**src/rtl/ram_port_arbiter_if.sv**
```systemverilog
// Master-side bus of one RAM port, shared between a requesting master and the arbiter.
//
// Handshake: a master raises req with we/lock/addr/wdata and holds those fields
// stable until gnt is seen high in the same cycle; gnt high completes the
// command (writes complete on gnt). A granted read returns rvalid=1 with rdata
// exactly one cycle later. rdata is zero whenever rvalid is low.
interface ram_port_arbiter_if #(
    parameter int AW = 8,
    parameter int DW = 32
);
    logic          req;
    logic          we;
    logic          lock;
    logic [AW-1:0] addr;
    logic [DW-1:0] wdata;
    logic          gnt;
    logic          rvalid;
    logic [DW-1:0] rdata;

    modport master (output req, we, lock, addr, wdata, input gnt, rvalid, rdata);
    modport slave  (input req, we, lock, addr, wdata, output gnt, rvalid, rdata);
endinterface

```
**src/rtl/ram_port_arbiter.sv**
```systemverilog
// Two-master arbiter in front of a single-port sync-write / registered-read RAM.
// M0 = CPU fetch/load-store, M1 = CORDIC result writer / debug loader.
// Per-cycle arbitration with burst locking (BURST_MAX) and starvation guard (MAX_WAIT).
// Optional macro ARB_ROUND_ROBIN_EN: ties alternate between masters; when
// undefined, ties always go to M0.
module ram_port_arbiter #(
    parameter int AW        = 8,
    parameter int DW        = 32,
    parameter int BURST_MAX = 4,
    parameter int MAX_WAIT  = 8
) (
    input  logic                clk,
    input  logic                rst,
    ram_port_arbiter_if.slave   m0,
    ram_port_arbiter_if.slave   m1,
    output logic                ram_wr_en_o,
    output logic [AW-1:0]       ram_address_o,
    output logic [DW-1:0]       ram_data_in_o,
    input  logic [DW-1:0]       ram_data_out_i,
    output logic [1:0]          state_o
);
    localparam logic [1:0] ST_IDLE = 2'd0;
    localparam logic [1:0] ST_OWN0 = 2'd1;
    localparam logic [1:0] ST_OWN1 = 2'd2;

    localparam logic [3:0] BURST_C = 4'(BURST_MAX);
    localparam logic [7:0] WAIT_C  = 8'(MAX_WAIT);

    logic [1:0]    state_q, state_d;
    logic [3:0]    burst_cnt_q, burst_cnt_d;
    logic [7:0]    wait0_q, wait0_d, wait1_q, wait1_d;
    logic          rd_valid_q, rd_valid_d;
    logic          rd_id_q, rd_id_d;
    logic [AW-1:0] addr_q;
    logic [DW-1:0] data_q;

    logic starve0, starve1, tie_pick1;
    logic idle_g0, idle_g1, use_idle;
    logic gnt0, gnt1, g0, g1;

    assign starve0 = m0.req && (wait0_q >= WAIT_C);
    assign starve1 = m1.req && (wait1_q >= WAIT_C);

`ifdef ARB_ROUND_ROBIN_EN
    logic last_winner_q;

    // Tie goes to whichever master did not win the previous grant.
    assign tie_pick1 = ~last_winner_q;

    // Remember the most recent winner (reset to M1 so M0 wins the first tie).
    always_ff @(posedge clk or posedge rst) begin
        if (rst) begin
            last_winner_q <= 1'b1;
        end else if (g0 || g1) begin
            last_winner_q <= g1;
        end
    end
`else
    assign tie_pick1 = 1'b0;
`endif

    // Ownerless winner selection: starving masters first (M0 before M1), then sole requester, then tie policy.
    always_comb begin
        idle_g0 = 1'b0;
        idle_g1 = 1'b0;
        if (starve0) begin
            idle_g0 = 1'b1;
        end else if (starve1) begin
            idle_g1 = 1'b1;
        end else if (m0.req && m1.req) begin
            idle_g0 = ~tie_pick1;
            idle_g1 = tie_pick1;
        end else begin
            idle_g0 = m0.req;
            idle_g1 = m1.req;
        end
    end

    // Ownership FSM: owner priority, burst limit, preemption by a starving other master.
    always_comb begin
        gnt0        = 1'b0;
        gnt1        = 1'b0;
        use_idle    = 1'b0;
        state_d     = state_q;
        burst_cnt_d = burst_cnt_q;
        case (state_q)
            ST_OWN0: begin
                if (starve1 || !m0.req) begin
                    use_idle = 1'b1;
                end else if (burst_cnt_q < BURST_C) begin
                    gnt0 = 1'b1;
                    if (m0.lock) begin
                        burst_cnt_d = burst_cnt_q + 4'd1;
                    end else begin
                        state_d     = ST_IDLE;
                        burst_cnt_d = 4'd0;
                    end
                end else begin
                    gnt1        = m1.req;
                    state_d     = ST_IDLE;
                    burst_cnt_d = 4'd0;
                end
            end
            ST_OWN1: begin
                if (starve0 || !m1.req) begin
                    use_idle = 1'b1;
                end else if (burst_cnt_q < BURST_C) begin
                    gnt1 = 1'b1;
                    if (m1.lock) begin
                        burst_cnt_d = burst_cnt_q + 4'd1;
                    end else begin
                        state_d     = ST_IDLE;
                        burst_cnt_d = 4'd0;
                    end
                end else begin
                    gnt0        = m0.req;
                    state_d     = ST_IDLE;
                    burst_cnt_d = 4'd0;
                end
            end
            default: use_idle = 1'b1;
        endcase
        if (use_idle) begin
            gnt0 = idle_g0;
            gnt1 = idle_g1;
            if (idle_g0 && m0.lock) begin
                state_d     = ST_OWN0;
                burst_cnt_d = 4'd1;
            end else if (idle_g1 && m1.lock) begin
                state_d     = ST_OWN1;
                burst_cnt_d = 4'd1;
            end else begin
                state_d     = ST_IDLE;
                burst_cnt_d = 4'd0;
            end
        end
    end

    // Reset forces every grant low, so the RAM side also falls back to the (reset) held values.
    assign g0 = gnt0 && !rst;
    assign g1 = gnt1 && !rst;

    assign m0.gnt = g0;
    assign m1.gnt = g1;

    assign ram_wr_en_o   = g0 ? m0.we    : (g1 ? m1.we    : 1'b0);
    assign ram_address_o = g0 ? m0.addr  : (g1 ? m1.addr  : addr_q);
    assign ram_data_in_o = g0 ? m0.wdata : (g1 ? m1.wdata : data_q);

    // Wait counters saturate at MAX_WAIT while denied, clear on grant or when not requesting.
    always_comb begin
        wait0_d = 8'd0;
        wait1_d = 8'd0;
        if (m0.req && !g0) begin
            wait0_d = (wait0_q >= WAIT_C) ? wait0_q : wait0_q + 8'd1;
        end
        if (m1.req && !g1) begin
            wait1_d = (wait1_q >= WAIT_C) ? wait1_q : wait1_q + 8'd1;
        end
        rd_valid_d = (g0 && !m0.we) || (g1 && !m1.we);
        rd_id_d    = g1;
    end

    // Read tag routes next cycle's RAM data to the master that issued the read.
    assign m0.rvalid = rd_valid_q && !rd_id_q;
    assign m1.rvalid = rd_valid_q && rd_id_q;
    assign m0.rdata  = m0.rvalid ? ram_data_out_i : '0;
    assign m1.rdata  = m1.rvalid ? ram_data_out_i : '0;

    assign state_o = state_q;

    // State, counters, read tag and held RAM command fields.
    always_ff @(posedge clk or posedge rst) begin
        if (rst) begin
            state_q     <= ST_IDLE;
            burst_cnt_q <= 4'd0;
            wait0_q     <= 8'd0;
            wait1_q     <= 8'd0;
            rd_valid_q  <= 1'b0;
            rd_id_q     <= 1'b0;
            addr_q      <= '0;
            data_q      <= '0;
        end else begin
            state_q     <= state_d;
            burst_cnt_q <= burst_cnt_d;
            wait0_q     <= wait0_d;
            wait1_q     <= wait1_d;
            rd_valid_q  <= rd_valid_d;
            rd_id_q     <= rd_id_d;
            if (g0 || g1) begin
                addr_q <= ram_address_o;
                data_q <= ram_data_in_o;
            end
        end
    end
endmodule

```
**src/flat_wrapper.sv**
```systemverilog
// flat-port wrapper written by rule: the top's interface ports become plain ports
module ram_port_arbiter_flat 
#(
    parameter int AW        = 8,
    parameter int DW        = 32,
    parameter int BURST_MAX = 4,
    parameter int MAX_WAIT  = 8
)
  (clk, rst, ram_wr_en_o, ram_address_o, ram_data_in_o, ram_data_out_i, state_o, m0_req, m0_we, m0_lock, m0_addr, m0_wdata, m0_gnt, m0_rvalid, m0_rdata, m1_req, m1_we, m1_lock, m1_addr, m1_wdata, m1_gnt, m1_rvalid, m1_rdata);
  ram_port_arbiter_if #(.AW(AW), .DW(DW)) m0_i ();
  ram_port_arbiter_if #(.AW(AW), .DW(DW)) m1_i ();
  input  logic clk;
  input  logic rst;
  output logic ram_wr_en_o;
  output logic [AW-1:0] ram_address_o;
  output logic [DW-1:0] ram_data_in_o;
  input  logic [DW-1:0] ram_data_out_i;
  output logic [1:0] state_o;
  input wire logic [$bits(m0_i.req)-1:0] m0_req;
  input wire logic [$bits(m0_i.we)-1:0] m0_we;
  input wire logic [$bits(m0_i.lock)-1:0] m0_lock;
  input wire logic [$bits(m0_i.addr)-1:0] m0_addr;
  input wire logic [$bits(m0_i.wdata)-1:0] m0_wdata;
  output wire logic [$bits(m0_i.gnt)-1:0] m0_gnt;
  output wire logic [$bits(m0_i.rvalid)-1:0] m0_rvalid;
  output wire logic [$bits(m0_i.rdata)-1:0] m0_rdata;
  input wire logic [$bits(m1_i.req)-1:0] m1_req;
  input wire logic [$bits(m1_i.we)-1:0] m1_we;
  input wire logic [$bits(m1_i.lock)-1:0] m1_lock;
  input wire logic [$bits(m1_i.addr)-1:0] m1_addr;
  input wire logic [$bits(m1_i.wdata)-1:0] m1_wdata;
  output wire logic [$bits(m1_i.gnt)-1:0] m1_gnt;
  output wire logic [$bits(m1_i.rvalid)-1:0] m1_rvalid;
  output wire logic [$bits(m1_i.rdata)-1:0] m1_rdata;
  assign m0_i.req = m0_req;
  assign m0_i.we = m0_we;
  assign m0_i.lock = m0_lock;
  assign m0_i.addr = m0_addr;
  assign m0_i.wdata = m0_wdata;
  assign m0_gnt = m0_i.gnt;
  assign m0_rvalid = m0_i.rvalid;
  assign m0_rdata = m0_i.rdata;
  assign m1_i.req = m1_req;
  assign m1_i.we = m1_we;
  assign m1_i.lock = m1_lock;
  assign m1_i.addr = m1_addr;
  assign m1_i.wdata = m1_wdata;
  assign m1_gnt = m1_i.gnt;
  assign m1_rvalid = m1_i.rvalid;
  assign m1_rdata = m1_i.rdata;
  ram_port_arbiter #(.AW(AW), .DW(DW), .BURST_MAX(BURST_MAX), .MAX_WAIT(MAX_WAIT)) u_core (.clk(clk), .rst(rst), .m0(m0_i), .m1(m1_i), .ram_wr_en_o(ram_wr_en_o), .ram_address_o(ram_address_o), .ram_data_in_o(ram_data_in_o), .ram_data_out_i(ram_data_out_i), .state_o(state_o));
endmodule
```
**config.mk**
```make
export PLATFORM = sky130hd
export DESIGN_NAME = ram_port_arbiter_flat
export DESIGN_NICKNAME = d
export VERILOG_FILES = /design/src/rtl/ram_port_arbiter_if.sv /design/src/rtl/ram_port_arbiter.sv /design/src/flat_wrapper.sv
export SDC_FILE = /design/constraint.sdc
export NUM_CORES = 1
export LEC_CHECK = 0
export ABC_CLOCK_PERIOD_IN_PS = 4470
export CAP_MARGIN = 20
export CORE_MARGIN = 10
export CORE_UTILIZATION = 25
export DETAILED_ROUTE_END_ITERATION = 7
export PLACE_DENSITY = 0.67
export SKIP_CTS_REPAIR_TIMING = 1
export SLEW_MARGIN = 20
export SYNTH_ARGS = -nofsm -noshare
export SYNTH_HDL_FRONTEND = slang
export SYNTH_SLANG_ARGS = --single-unit
```
**constraint.sdc**
```tcl
create_clock -name clk -period 4.47 [get_ports clk]
set_input_delay 0.447 -clock clk [delete_from_list [all_inputs] [get_ports clk]]
set_output_delay 0.447 -clock clk [all_outputs]
set_load 0.005 [all_outputs]
```
==> insert_results.sql, run 1 <==
INSERT INTO impl_metrics (metric_group, metric, value, unit) VALUES
('outcome', 'status', 'complete, no violations', ''),
('global_routing', 'globalRouteTotalUtil', '14.5', '%'),
('final_layout', 'layout.cells.non_filler', '896', ''),
('logic_synthesis', 'post_synth_mux_area_share', '0.512', '%'),
('detailed_routing', 'wl_per_cell', '17.7', 'microns'),
('clocking', 'insertion_delay', '0.34', 'ns'),
('global_routing', 'grt_first_pass_wirelength', '25000', 'microns'),
('clocking', 'ctsHtreeMaxLevel', '3', ''),
('die', 'num_rows', '45', ''),
('detailed_routing', 'drt-total-wl', '15900', 'microns'),
('detailed_routing', 'dr.first_iter.drc_count', '209', ''),
('logic_synthesis', 'synth-seq-area-share', '41.0', '%'),
('logic_synthesis', 'yosysTopAreaCell', 'dfrtp_1', ''),
('final_layout', 'finalNetCount', '807', ''),
('timing', 'setup_viol', '0', ''),
('global_routing', 'grt_antenna_before_repair', '1', ''),
('setup_path', 'worst-path-max-fanout', '81', ''),
('power', 'power_density', '357', 'nW/um^2'),
('logic_synthesis', 'yosysMostFrequentCell', 'a31oi_1', ''),
('setup_path', 'setup.worst_path.class', 'primary input to primary output', ''),
('logic_synthesis', 'yosys.area_share.adder', '2.24', '%'),
('setup_path', 'critical_path.reg2reg.startpoint', 'u_core.wait0_q[7]', ''),
('timing', 'worst_pin_slew', '0.849', 'ns'),
('final_layout', 'postLayoutCellArea', '6740', 'sq um'),
('logic_synthesis', 'synth_top_cells_by_area', 'dfrtp_1, a31oi_1, and3_1, nand3_1, and2_1', ''),
('logic_synthesis', 'syn_area_per_cell', '8.35', 'sq um'),
('power', 'cellLeakagePower', '2.73', 'nW'),
('clocking', 'tritoncts.num_buffers', '9', ''),
('timing', 'setup_tns', '0', 'ns'),
('setup_path', 'worst-r2r-setup-slack', '1.75', 'ns'),
('logic_synthesis', 'synth_cells', '468', ''),
('detailed_routing', 'route.detailed.vias_per_inst', '4.96', ''),
('worst_hold_path', 'worstHoldPathType', 'primary input to async pin', ''),
('logic_synthesis', 'synth-xor-area-share', '0.896', '%'),
('placement', 'hpwl_after_detailed_placement', '12200', 'microns'),
('logic_synthesis', 'synth_nets', '595', ''),
('timing', 'slew-limit-headroom', '43.4', '%'),
('setup_path', 'crit_required', '4.02', 'ns'),
('setup_path', 'setup.worst_path.start', 'm1_req', ''),
('logic_synthesis', 'synth-edff-count', '0', ''),
('placement', 'place.gp.congestion', '0.824', ''),
('timing', 'hold_viol_final', '0', ''),
('final_layout', 'final_layout_size_suffix_gt1_share', '5.11', '%'),
('die', 'pin_count', '231', ''),
('die', 'floorplan.initialDensity', '25.6', '%'),
('logic_synthesis', 'yosys.area_share.simple', '26.4', '%'),
('power', 'power.ir.vdd_worst', '0.290', 'mV'),
('timing', 'rsz0062_at_grt', 'false', ''),
('setup_path', 'crit_path_end_kind', 'primary output', ''),
('timing', 'period_minus_slack', '4.08', 'ns'),
('global_routing', 'pin_count_of_the_biggest_net_entering_global_routing', '82', ''),
('logic_synthesis', 'synth-compound-area-share', '23.0', '%'),
('logic_synthesis', 'main_combinational_cell_family_by_area_after_synthesis', 'simple AND/OR/NAND/NOR gates', ''),
('logic_synthesis', 'netlist-cell-type-count', '45', ''),
('clocking', 'clkSinkCount', '64', ''),
('die', 'fp.coreArea', '15300', 'sq um'),
('timing', 'maxClockFrequency', '0.245', 'GHz'),
('setup_path', 'last_element_of_the_critical_path', 'ram_address_o[3]', ''),
('global_routing', 'first_global_vias', '4443', ''),
('die', 'die_h', '145', 'microns'),
('clocking', 'clkTransAtPathRegs', '0.05', 'ns'),
('timing', 'worst_clock_skew', '0.00945', 'ns'),
('logic_synthesis', 'synth.cell_area', '3910', 'sq um'),
('logic_synthesis', 'synth_common_cells', 'a31oi_1, dfrtp_1, nor2_1', ''),
('logic_synthesis', 'synth_largest_type_area_fraction', '41.0', '%'),
('timing', 'final_min_period_over_clock_period', '91.4', '%'),
('clocking', 'clockBufferDepth', '2', ''),
('detailed_routing', 'drt_pass1_iterations', '5', ''),
('placement', 'placement.io_buffers', '230', ''),
('clocking', 'cts_root_buf', 'clkbuf_16', ''),
('setup_path', 'timing.critical_path.arrival', '3.64', 'ns');
-- power by group --
group          switching [mW]  internal (mW)  total, mW
registers              0.0493          0.717      0.767
logic                   0.435          0.537      0.972
clock network           0.248          0.417      0.665
-- through the flow --
stage / worst slack (ns) / total power, mW
after floorplan: 0.845 / 1.19
after global placement: 0.416 / 1.73
after detailed placement: 0.240 / 1.75
after CTS: 0.226 / 2.44
after global routing: 0.128 / 2.57
final: 0.386 / 2.40
-- critical path, stage by stage --
cell and delay, ns:
clkdlybuf4s50_1 0.65, or3b_1 0.40, o211ai_1 0.28, o221ai_1 0.24
o221ai_4 0.41, buf_12 0.33, nor2_1 0.11, a31oi_1 0.16
clkdlybuf4s50_1 0.55
-- per-layer routing --
layer,wire length [microns],up-vias,GRT usage (%)
li1,-,2138,-
met1,6810,2098,17.2
met2,7330,191,22.9
met3,1480,17,6.58
met4,231,2,4.24
met5,11,-,0
-- layout by cell type (no fill, tap or decap), types with 4 or more instances in the layout --
cell	count
clkdlybuf4s50_1	230
a31oi_1	81
dfrtp_1	64
nor2_1	51
nand3_1	43
and3_1	42
o21ai_0	34
and2_1	33
o21ai_1	11
nand2_1	10
inv_1	10
clkbuf_16	9
ha_1	7
buf_4	7
buf_12	4
-- state kept, by name, indices dropped and copies added (netlist names) --
| register | count |
|---|---|
| u_core.data_q | 32 |
| u_core.addr_q | 8 |
| u_core.wait0_q | 8 |
| u_core.wait1_q | 8 |
| u_core.burst_cnt_q | 4 |
| u_core.state_o | 2 |
| u_core.rd_id_q | 1 |
| u_core.rd_valid_q | 1 |
-- how the worst min path moves through the flow --
stage	startpoint	end	slack (ns)	cells after the start
6_report	rst	u_core.wait0_q[3]	0.49	2
4_1_cts	rst	u_core.wait0_q[3]	0.50	2
3_5_place_dp	u_core.wait0_q[6]	u_core.wait0_q[6]	0.50	1
3_3_place_gp	u_core.wait0_q[4]	u_core.wait0_q[4]	0.49	1
2_1_floorplan	u_core.wait1_q[3]	u_core.wait1_q[3]	0.47	2
5_1_grt	rst	u_core.wait0_q[3]	0.53	2
-- final cells by class --
type,count,area (sq um),share of cell area (%)
sequential,64,1600,23.8
timing repair buffer,241,2430,36.1
multi-input combinational,353,2110,31.3
tap,211,264,3.92
inverter,11,43.8,0.650
clock inverter,3,15.0,0.223
clock buffer,13,270,4.01
-- kinds of logic (layout without fill, tap and decap cells) --
kind of cell             Yosys count  in the layout
adder cells (fa/ha/maj)            7              7
buffers and inverters             51            268
other                              1              1
AO/OA/AOI/OAI                    145            145
AND/OR/NAND/NOR                  194            194
flip-flops                        64             64
XOR/XNOR                           4              4
multiplexers                       2              2
No activity file was read; power rests on OpenSTA's default activity.
==> inputs of run 2 (changes only) <==
==> constraint.sdc (replaced) <==
create_clock -name clk -period 4.47 [get_ports clk]
set_input_delay 0.894 -clock clk [delete_from_list [all_inputs] [get_ports clk]]
set_output_delay 0.894 -clock clk [all_outputs]
set_load 0.005 [all_outputs]
==> insert_results.sql, run 2 (synthesized netlist as in run 1, its figures left out) <==
INSERT INTO impl_metrics (metric_group, metric, value, unit) VALUES
('placement', 'placement.io_buffers', '230', ''),
('detailed_routing', 'dr_wl_met3', '1190', 'microns'),
('power', 'power_density', '332', 'nW/um^2'),
('placement', 'place.gp.congestion', '0.803', ''),
('detailed_routing', 'drt-total-wl', '16500', 'microns'),
('clocking', 'clkTransAtPathRegs', '0.05', 'ns'),
('timing', 'setup_tns', '-0.0929', 'ns'),
('detailed_routing', 'wl_per_cell', '17.4', 'microns'),
('die', 'dieArea', '21000', 'sq um'),
('clocking', 'clockBufferDepth', '2', ''),
('detailed_routing', 'drc', '0', ''),
('power', 'cellLeakagePower', '3.34', 'nW'),
('outcome', 'failed_checks', 'setup timing', ''),
('timing', 'maxClockFrequency', '0.222', 'GHz'),
('clocking', 'ctsHtreeMaxLevel', '3', ''),
('die', 'die_h', '145', 'microns'),
('detailed_routing', 'number_of_nets_with_antenna_violations_after_routing', '0', ''),
('final_layout', 'num_antenna_cells', '0', ''),
('detailed_routing', 'dr.first_iter.drc_count', '208', ''),
('timing', 'rsz0062_at_grt', 'true', ''),
('run', 'drv_cap', '0', ''),
('placement', 'preCtsSetupSlack', '-0.118', 'ns'),
('timing', 'period_minus_slack', '4.50', 'ns'),
('placement', 'hpwl_after_detailed_placement', '12600', 'microns'),
('final_layout', 'final_layout_size_suffix_gt1_share', '12.1', '%'),
('timing', 'worst_clock_skew', '0.00426', 'ns'),
('die', 'fp.coreArea', '15300', 'sq um'),
('die', 'floorplan.initialDensity', '25.6', '%'),
('final_layout', 'ff_latch_area', '1600', 'sq um'),
('global_routing', 'grt_first_pass_wirelength', '26000', 'microns'),
('final_layout', 'fillCellCount', '1433', ''),
('setup_path', 'worst-path-max-fanout', '10', ''),
('setup_path', 'setup.worst_path.class', 'primary input to primary output', ''),
('detailed_routing', 'drt-met1-wl', '6980', 'microns'),
('die', 'die_w', '145', 'microns'),
('detailed_routing', 'drt_pass1_iterations', '4', ''),
('detailed_routing', 'route.detailed.vias_per_inst', '4.87', ''),
('timing', 'slew-limit-headroom', '47.2', '%'),
('outcome', 'status', 'finished, violations left', ''),
('clocking', 'insertion_delay', '0.32', 'ns'),
('detailed_routing', 'route.top_layer_used', 'met4', ''),
('final_layout', 'final_common_cell', 'clkdlybuf4s50_1', ''),
('timing', 'worst_pin_slew', '0.792', 'ns'),
('final_layout', 'final_cell_mix', 'clkdlybuf4s50_1, a31oi_1, dfrtp_1, nor2_1, buf_4', ''),
('final_layout', 'largest_register_ff_count', '32', ''),
('timing', 'setup_viol', '4', ''),
('timing', 'hold_viol_final', '0', ''),
('final_layout', 'flow.area_growth_from_synthesis', '88.3', '%'),
('die', 'pin_count', '231', ''),
('power', 'p_total', '2.44', 'mW'),
('final_layout', 'finalNetCount', '860', ''),
('detailed_routing', 'routed-via-count', '4610', ''),
('final_layout', 'multi_input_area', '2130', 'sq um'),
('setup_path', 'critPathLaunchType', 'primary input', ''),
('die', 'num_rows', '45', ''),
('timing', 'postLayoutSetupSlackWorst', '-0.0290', 'ns'),
('timing', 'final_min_period_over_clock_period', '101', '%'),
('global_routing', 'pin_count_of_the_biggest_net_entering_global_routing', '55', ''),
('timing', 'slew_violations', '0', ''),
('clocking', 'tritoncts_clock_tree', 'done', ''),
('power', 'power.ir.vdd_worst', '0.171', 'mV'),
('setup_path', 'crit_required', '3.58', 'ns'),
('worst_hold_path', 'worstHoldPathType', 'flop to flop', ''),
('global_routing', 'first_global_vias', '4715', ''),
('global_routing', 'globalRouteTotalUtil', '14.7', '%'),
('clocking', 'clkSinkCount', '64', ''),
('global_routing', 'grt_antenna_before_repair', '0', ''),
('setup_path', 'timing.critical_path.arrival', '3.61', 'ns'),
('final_layout', 'largest-register', 'u_core.data_q', ''),
('clocking', 'cts_root_buf', 'clkbuf_16', ''),
('setup_path', 'crit_path_end_kind', 'primary output', ''),
('clocking', 'tritoncts.num_buffers', '9', ''),
('detailed_routing', 'met2WireLength', '8230', 'microns'),
('global_routing', 'gr-total-overflow', '0', '');
-- run 2: per-layer routing --
layer | vias up | track usage, %
li1 | 2247 | -
met1 | 2192 | 17.6
met2 | 161 | 24.9
met3 | 10 | 5.12
met4 | 0 | 2.81
met5 | - | 0
-- run 2: where the power goes --
group          total [mW]  switching, mW  internal (mW)
combinational        1.05          0.459          0.591
clock               0.622          0.239          0.383
sequential          0.767         0.0500          0.717
total                2.44          0.748           1.69
-- run 2: metrics by stage --
step | instance area, sq um | hold WS [ns] | std cells | util [%]
6_report | 7360 | 0.506 | 947 | 48.2
5_1_grt | 7360 | 0.515 | 947 | 48.2
4_1_cts | 7140 | 0.506 | 939 | 46.8
3_5_place_dp | 6880 | 0.488 | 925 | 45.1
3_3_place_gp | 6880 | 0.485 | 925 | 45.1
2_1_floorplan | 3910 | 0.467 | 468 | -
-- run 2: final timing paths --
path / startpoint / to / slack (ns) / cells after the start
worst max-delay path: m1_req / ram_data_in_o[7] / -0.03 / 11
min in group asynchronous: rst / u_core.data_q[4] / 0.94 / 2
worst min-delay path: u_core.wait0_q[7] / u_core.wait0_q[7] / 0.51 / 1
worst max register to register: u_core.wait0_q[7] / u_core.wait1_q[7] / 1.90 / 9
max in group asynchronous: rst / u_core.addr_q[0] / 2.73 / 4
worst min register to register: u_core.wait0_q[7] / u_core.wait0_q[7] / 0.51 / 1
-- run 2: layout make-up --
type / count / share of cell area, %
repair buffers: 294 / 41.5
multi-input cells: 353 / 29.0
flip-flops and latches: 64 / 21.8
well taps: 211 / 3.59
clock buffers: 11 / 3.30
inverters: 11 / 0.595
clock inverters: 3 / 0.272
-- run 2: worst max-delay path, stage by stage --
cell and delay (ns):
clkdlybuf4s50_1 0.49, or3b_1 0.37, or2_1 0.26, o21ai_1 0.15
buf_4 0.16, o2bb2ai_4 0.18, buf_12 0.15, buf_12 0.11
nand3_1 0.10, a31oi_1 0.19, clkdlybuf4s50_1 0.55
==> inputs of run 3 (changes only) <==
--- a/config.mk
+++ b/config.mk
@@ -7,6 +7,7 @@
 export LEC_CHECK = 0
 export ABC_CLOCK_PERIOD_IN_PS = 4470
 export CAP_MARGIN = 20
+export CORE_ASPECT_RATIO = 0.75
 export CORE_MARGIN = 10
 export CORE_UTILIZATION = 25
 export DETAILED_ROUTE_END_ITERATION = 7
==> insert_results.sql, run 3 (synthesized netlist as in run 1, its figures left out) <==
INSERT INTO impl_metrics (metric_group, metric, value, unit) VALUES
('timing', 'slew_violations', '0', ''),
('power', 'p_total', '2.55', 'mW'),
('timing', 'rsz0062_at_grt', 'true', ''),
('power', 'cellInternalPower', '1.79', 'mW'),
('clocking', 'cts_root_buf', 'clkbuf_16', ''),
('final_layout', 'final_cell_mix', 'clkdlybuf4s50_1, a31oi_1, dfrtp_1, nor2_1, nand3_1', ''),
('setup_path', 'worst-r2r-setup-slack', '1.92', 'ns'),
('power', 'cellLeakagePower', '3.36', 'nW'),
('power', 'pwr-share-seq', '30.0', '%'),
('final_layout', 'flow.area_growth_from_synthesis', '89.3', '%'),
('global_routing', 'most_used_layer_global_route', 'met2', ''),
('global_routing', 'grt_use_met2', '26.6', '%'),
('timing', 'maxClockFrequency', '0.220', 'GHz'),
('global_routing', 'first_global_vias', '4611', ''),
('global_routing', 'grt_first_pass_wirelength', '25300', 'microns'),
('die', 'floorplan.initialDensity', '25.6', '%'),
('clocking', 'tritoncts.num_buffers', '9', ''),
('final_layout', 'largest-register', 'u_core.data_q', ''),
('final_layout', 'largest_register_ff_count', '32', ''),
('clocking', 'ctsHtreeMaxLevel', '3', ''),
('detailed_routing', 'drt-total-wl', '17500', 'microns'),
('setup_path', 'crit_required', '3.58', 'ns'),
('clocking', 'clkSinkCount', '64', ''),
('setup_path', 'critical_path.reg2reg.startpoint', 'u_core.state_o[0]', ''),
('power', 'power_switching_share', '29.8', '%'),
('final_layout', 'finalNetCount', '852', ''),
('die', 'fp.coreArea', '15300', 'sq um'),
('timing', 'postLayoutSetupSlackWorst', '-0.0718', 'ns'),
('power', 'power_density', '345', 'nW/um^2'),
('final_layout', 'final_common_cell', 'clkdlybuf4s50_1', ''),
('power', 'power.ir.vdd_worst', '0.172', 'mV'),
('global_routing', 'gr-total-overflow', '0', ''),
('worst_hold_path', 'worstHoldPathType', 'flop to flop', ''),
('placement', 'placement.io_buffers', '230', ''),
('global_routing', 'grt_antenna_before_repair', '0', ''),
('detailed_routing', 'wl_per_cell', '18.8', 'microns'),
('final_layout', 'final_layout_size_suffix_gt1_share', '12.2', '%'),
('global_routing', 'grt.met3_usage', '4.04', '%'),
('detailed_routing', 'dr.first_iter.drc_count', '281', ''),
('setup_path', 'setup.worst_path.start', 'm1_req', ''),
('timing', 'worst_clock_skew', '0.00639', 'ns'),
('timing', 'final_layout_worst_hold_slack', '0.517', 'ns'),
('placement', 'place.gp.congestion', '0.845', ''),
('clocking', 'tritoncts_clock_tree', 'done', ''),
('outcome', 'failed_checks', 'setup timing', ''),
('detailed_routing', 'number_of_nets_with_antenna_violations_after_routing', '0', ''),
('die', 'die_w', '164', 'microns'),
('timing', 'period_minus_slack', '4.54', 'ns'),
('die', 'pin_count', '231', ''),
('clocking', 'clockBufferDepth', '2', ''),
('power', 'clk_network_pwr_share', '28.7', '%'),
('global_routing', 'pin_count_of_the_biggest_net_entering_global_routing', '72', ''),
('final_layout', 'final_util', '48.5', '%'),
('timing', 'final_min_period_over_clock_period', '102', '%'),
('power', 'pwr-share-comb', '41.3', '%'),
('global_routing', 'met1_track_utilization_from_global_routing', '17.5', '%'),
('detailed_routing', 'route.detailed.vias_per_inst', '4.97', ''),
('detailed_routing', 'routed-via-count', '4647', ''),
('detailed_routing', 'drc', '0', ''),
('setup_path', 'crit_path_end_kind', 'primary output', ''),
('setup_path', 'worst-path-max-fanout', '17', ''),
('timing', 'worst_pin_slew', '0.874', 'ns'),
('clocking', 'clkTransAtPathRegs', '0.05', 'ns'),
('final_layout', 'num_antenna_cells', '0', ''),
('worst_hold_path', 'hold_path_depth', '1', ''),
('timing', 'slew-limit-headroom', '41.7', '%'),
('die', 'die_h', '128', 'microns'),
('placement', 'hpwl_after_detailed_placement', '12700', 'microns'),
('die', 'dieArea', '21100', 'sq um'),
('final_layout', 'fillCellCount', '1460', ''),
('clocking', 'insertion_delay', '0.32', 'ns'),
('run', 'drv_cap', '0', ''),
('detailed_routing', 'drt_pass1_iterations', '4', ''),
('setup_path', 'critPathLaunchType', 'primary input', ''),
('power', 'netSwitchingPower', '762', 'uW'),
('timing', 'setup_viol', '3', ''),
('placement', 'preCtsSetupSlack', '-0.108', 'ns'),
('timing', 'hold_viol_final', '0', ''),
('setup_path', 'last_element_of_the_critical_path', 'ram_data_in_o[21]', ''),
('outcome', 'status', 'finished, violations left', ''),
('setup_path', 'timing.critical_path.arrival', '3.65', 'ns'),
('die', 'num_rows', '39', ''),
('setup_path', 'setup.worst_path.class', 'primary input to primary output', ''),
('setup_path', 'crit-reg2reg-capture', 'u_core.wait0_q[2]', ''),
('setup_path', 'reg2reg_depth', '11', ''),
('global_routing', 'globalRouteTotalUtil', '14.9', '%');
run 3: power groups by stage:
| stage | clock network, mW | registers [mW] | logic (mW) |
|---|---|---|---|
| after detailed placement | 0 | 0.776 | 1.02 |
| after CTS | 0.759 | 0.768 | 1.03 |
| after floorplan | 0 | 0.753 | 0.441 |
| after global placement | 0 | 0.770 | 1.01 |
| final | 0.733 | 0.767 | 1.05 |
| after global routing | 0.784 | 0.782 | 1.15 |
run 3: worst min-delay path by stage:
| stage | start | to | slack (ns) |
|---|---|---|---|
| global placement | u_core.wait0_q[4] | u_core.wait0_q[4] | 0.49 |
| global route | u_core.wait1_q[3] | u_core.wait1_q[3] | 0.53 |
| finish | u_core.wait0_q[4] | u_core.wait0_q[4] | 0.52 |
| CTS | u_core.wait0_q[4] | u_core.wait0_q[4] | 0.51 |
| detailed placement | u_core.wait1_q[3] | u_core.wait1_q[3] | 0.50 |
| floorplan | u_core.wait1_q[3] | u_core.wait1_q[3] | 0.47 |
run 3: routing by layer:
layer | vias up | part of all wire (%)
met5 | - | 0
met4 | 0 | 0.65
met3 | 10 | 3.8
met2 | 103 | 53
met1 | 2292 | 42
li1 | 2242 | -
run 3: layout make-up:
| type | instances | area [sq um] | share of cell area [%] |
|---|---|---|---|
| tap | 205 | 256 | 3.47 |
| inverter | 11 | 43.8 | 0.592 |
| clock inverter | 2 | 35.0 | 0.473 |
| multi-input combinational | 354 | 2180 | 29.4 |
| sequential | 64 | 1600 | 21.6 |
| clock buffer | 14 | 284 | 3.84 |
| timing repair buffer | 285 | 3000 | 40.6 |
run 3: worst max-delay path, stage by stage:
cell	delay, ns
clkdlybuf4s50_1	0.48
or3b_4	0.39
or2_4	0.26
nor3_1	0.22
buf_4	0.17
buf_4	0.12
o221ai_4	0.17
clkbuf_16	0.23
a31oi_1	0.15
clkdlybuf4s50_1	0.57
run 3: through the flow:
step	setup TNS (ns)	instances	area (sq um)
after floorplan	0	468	3910
after global placement	-0.716	909	6750
after detailed placement	-2.34	909	6750
after CTS	-3.39	925	7070
after global routing	-0.455	935	7400
final	-0.161	935	7400
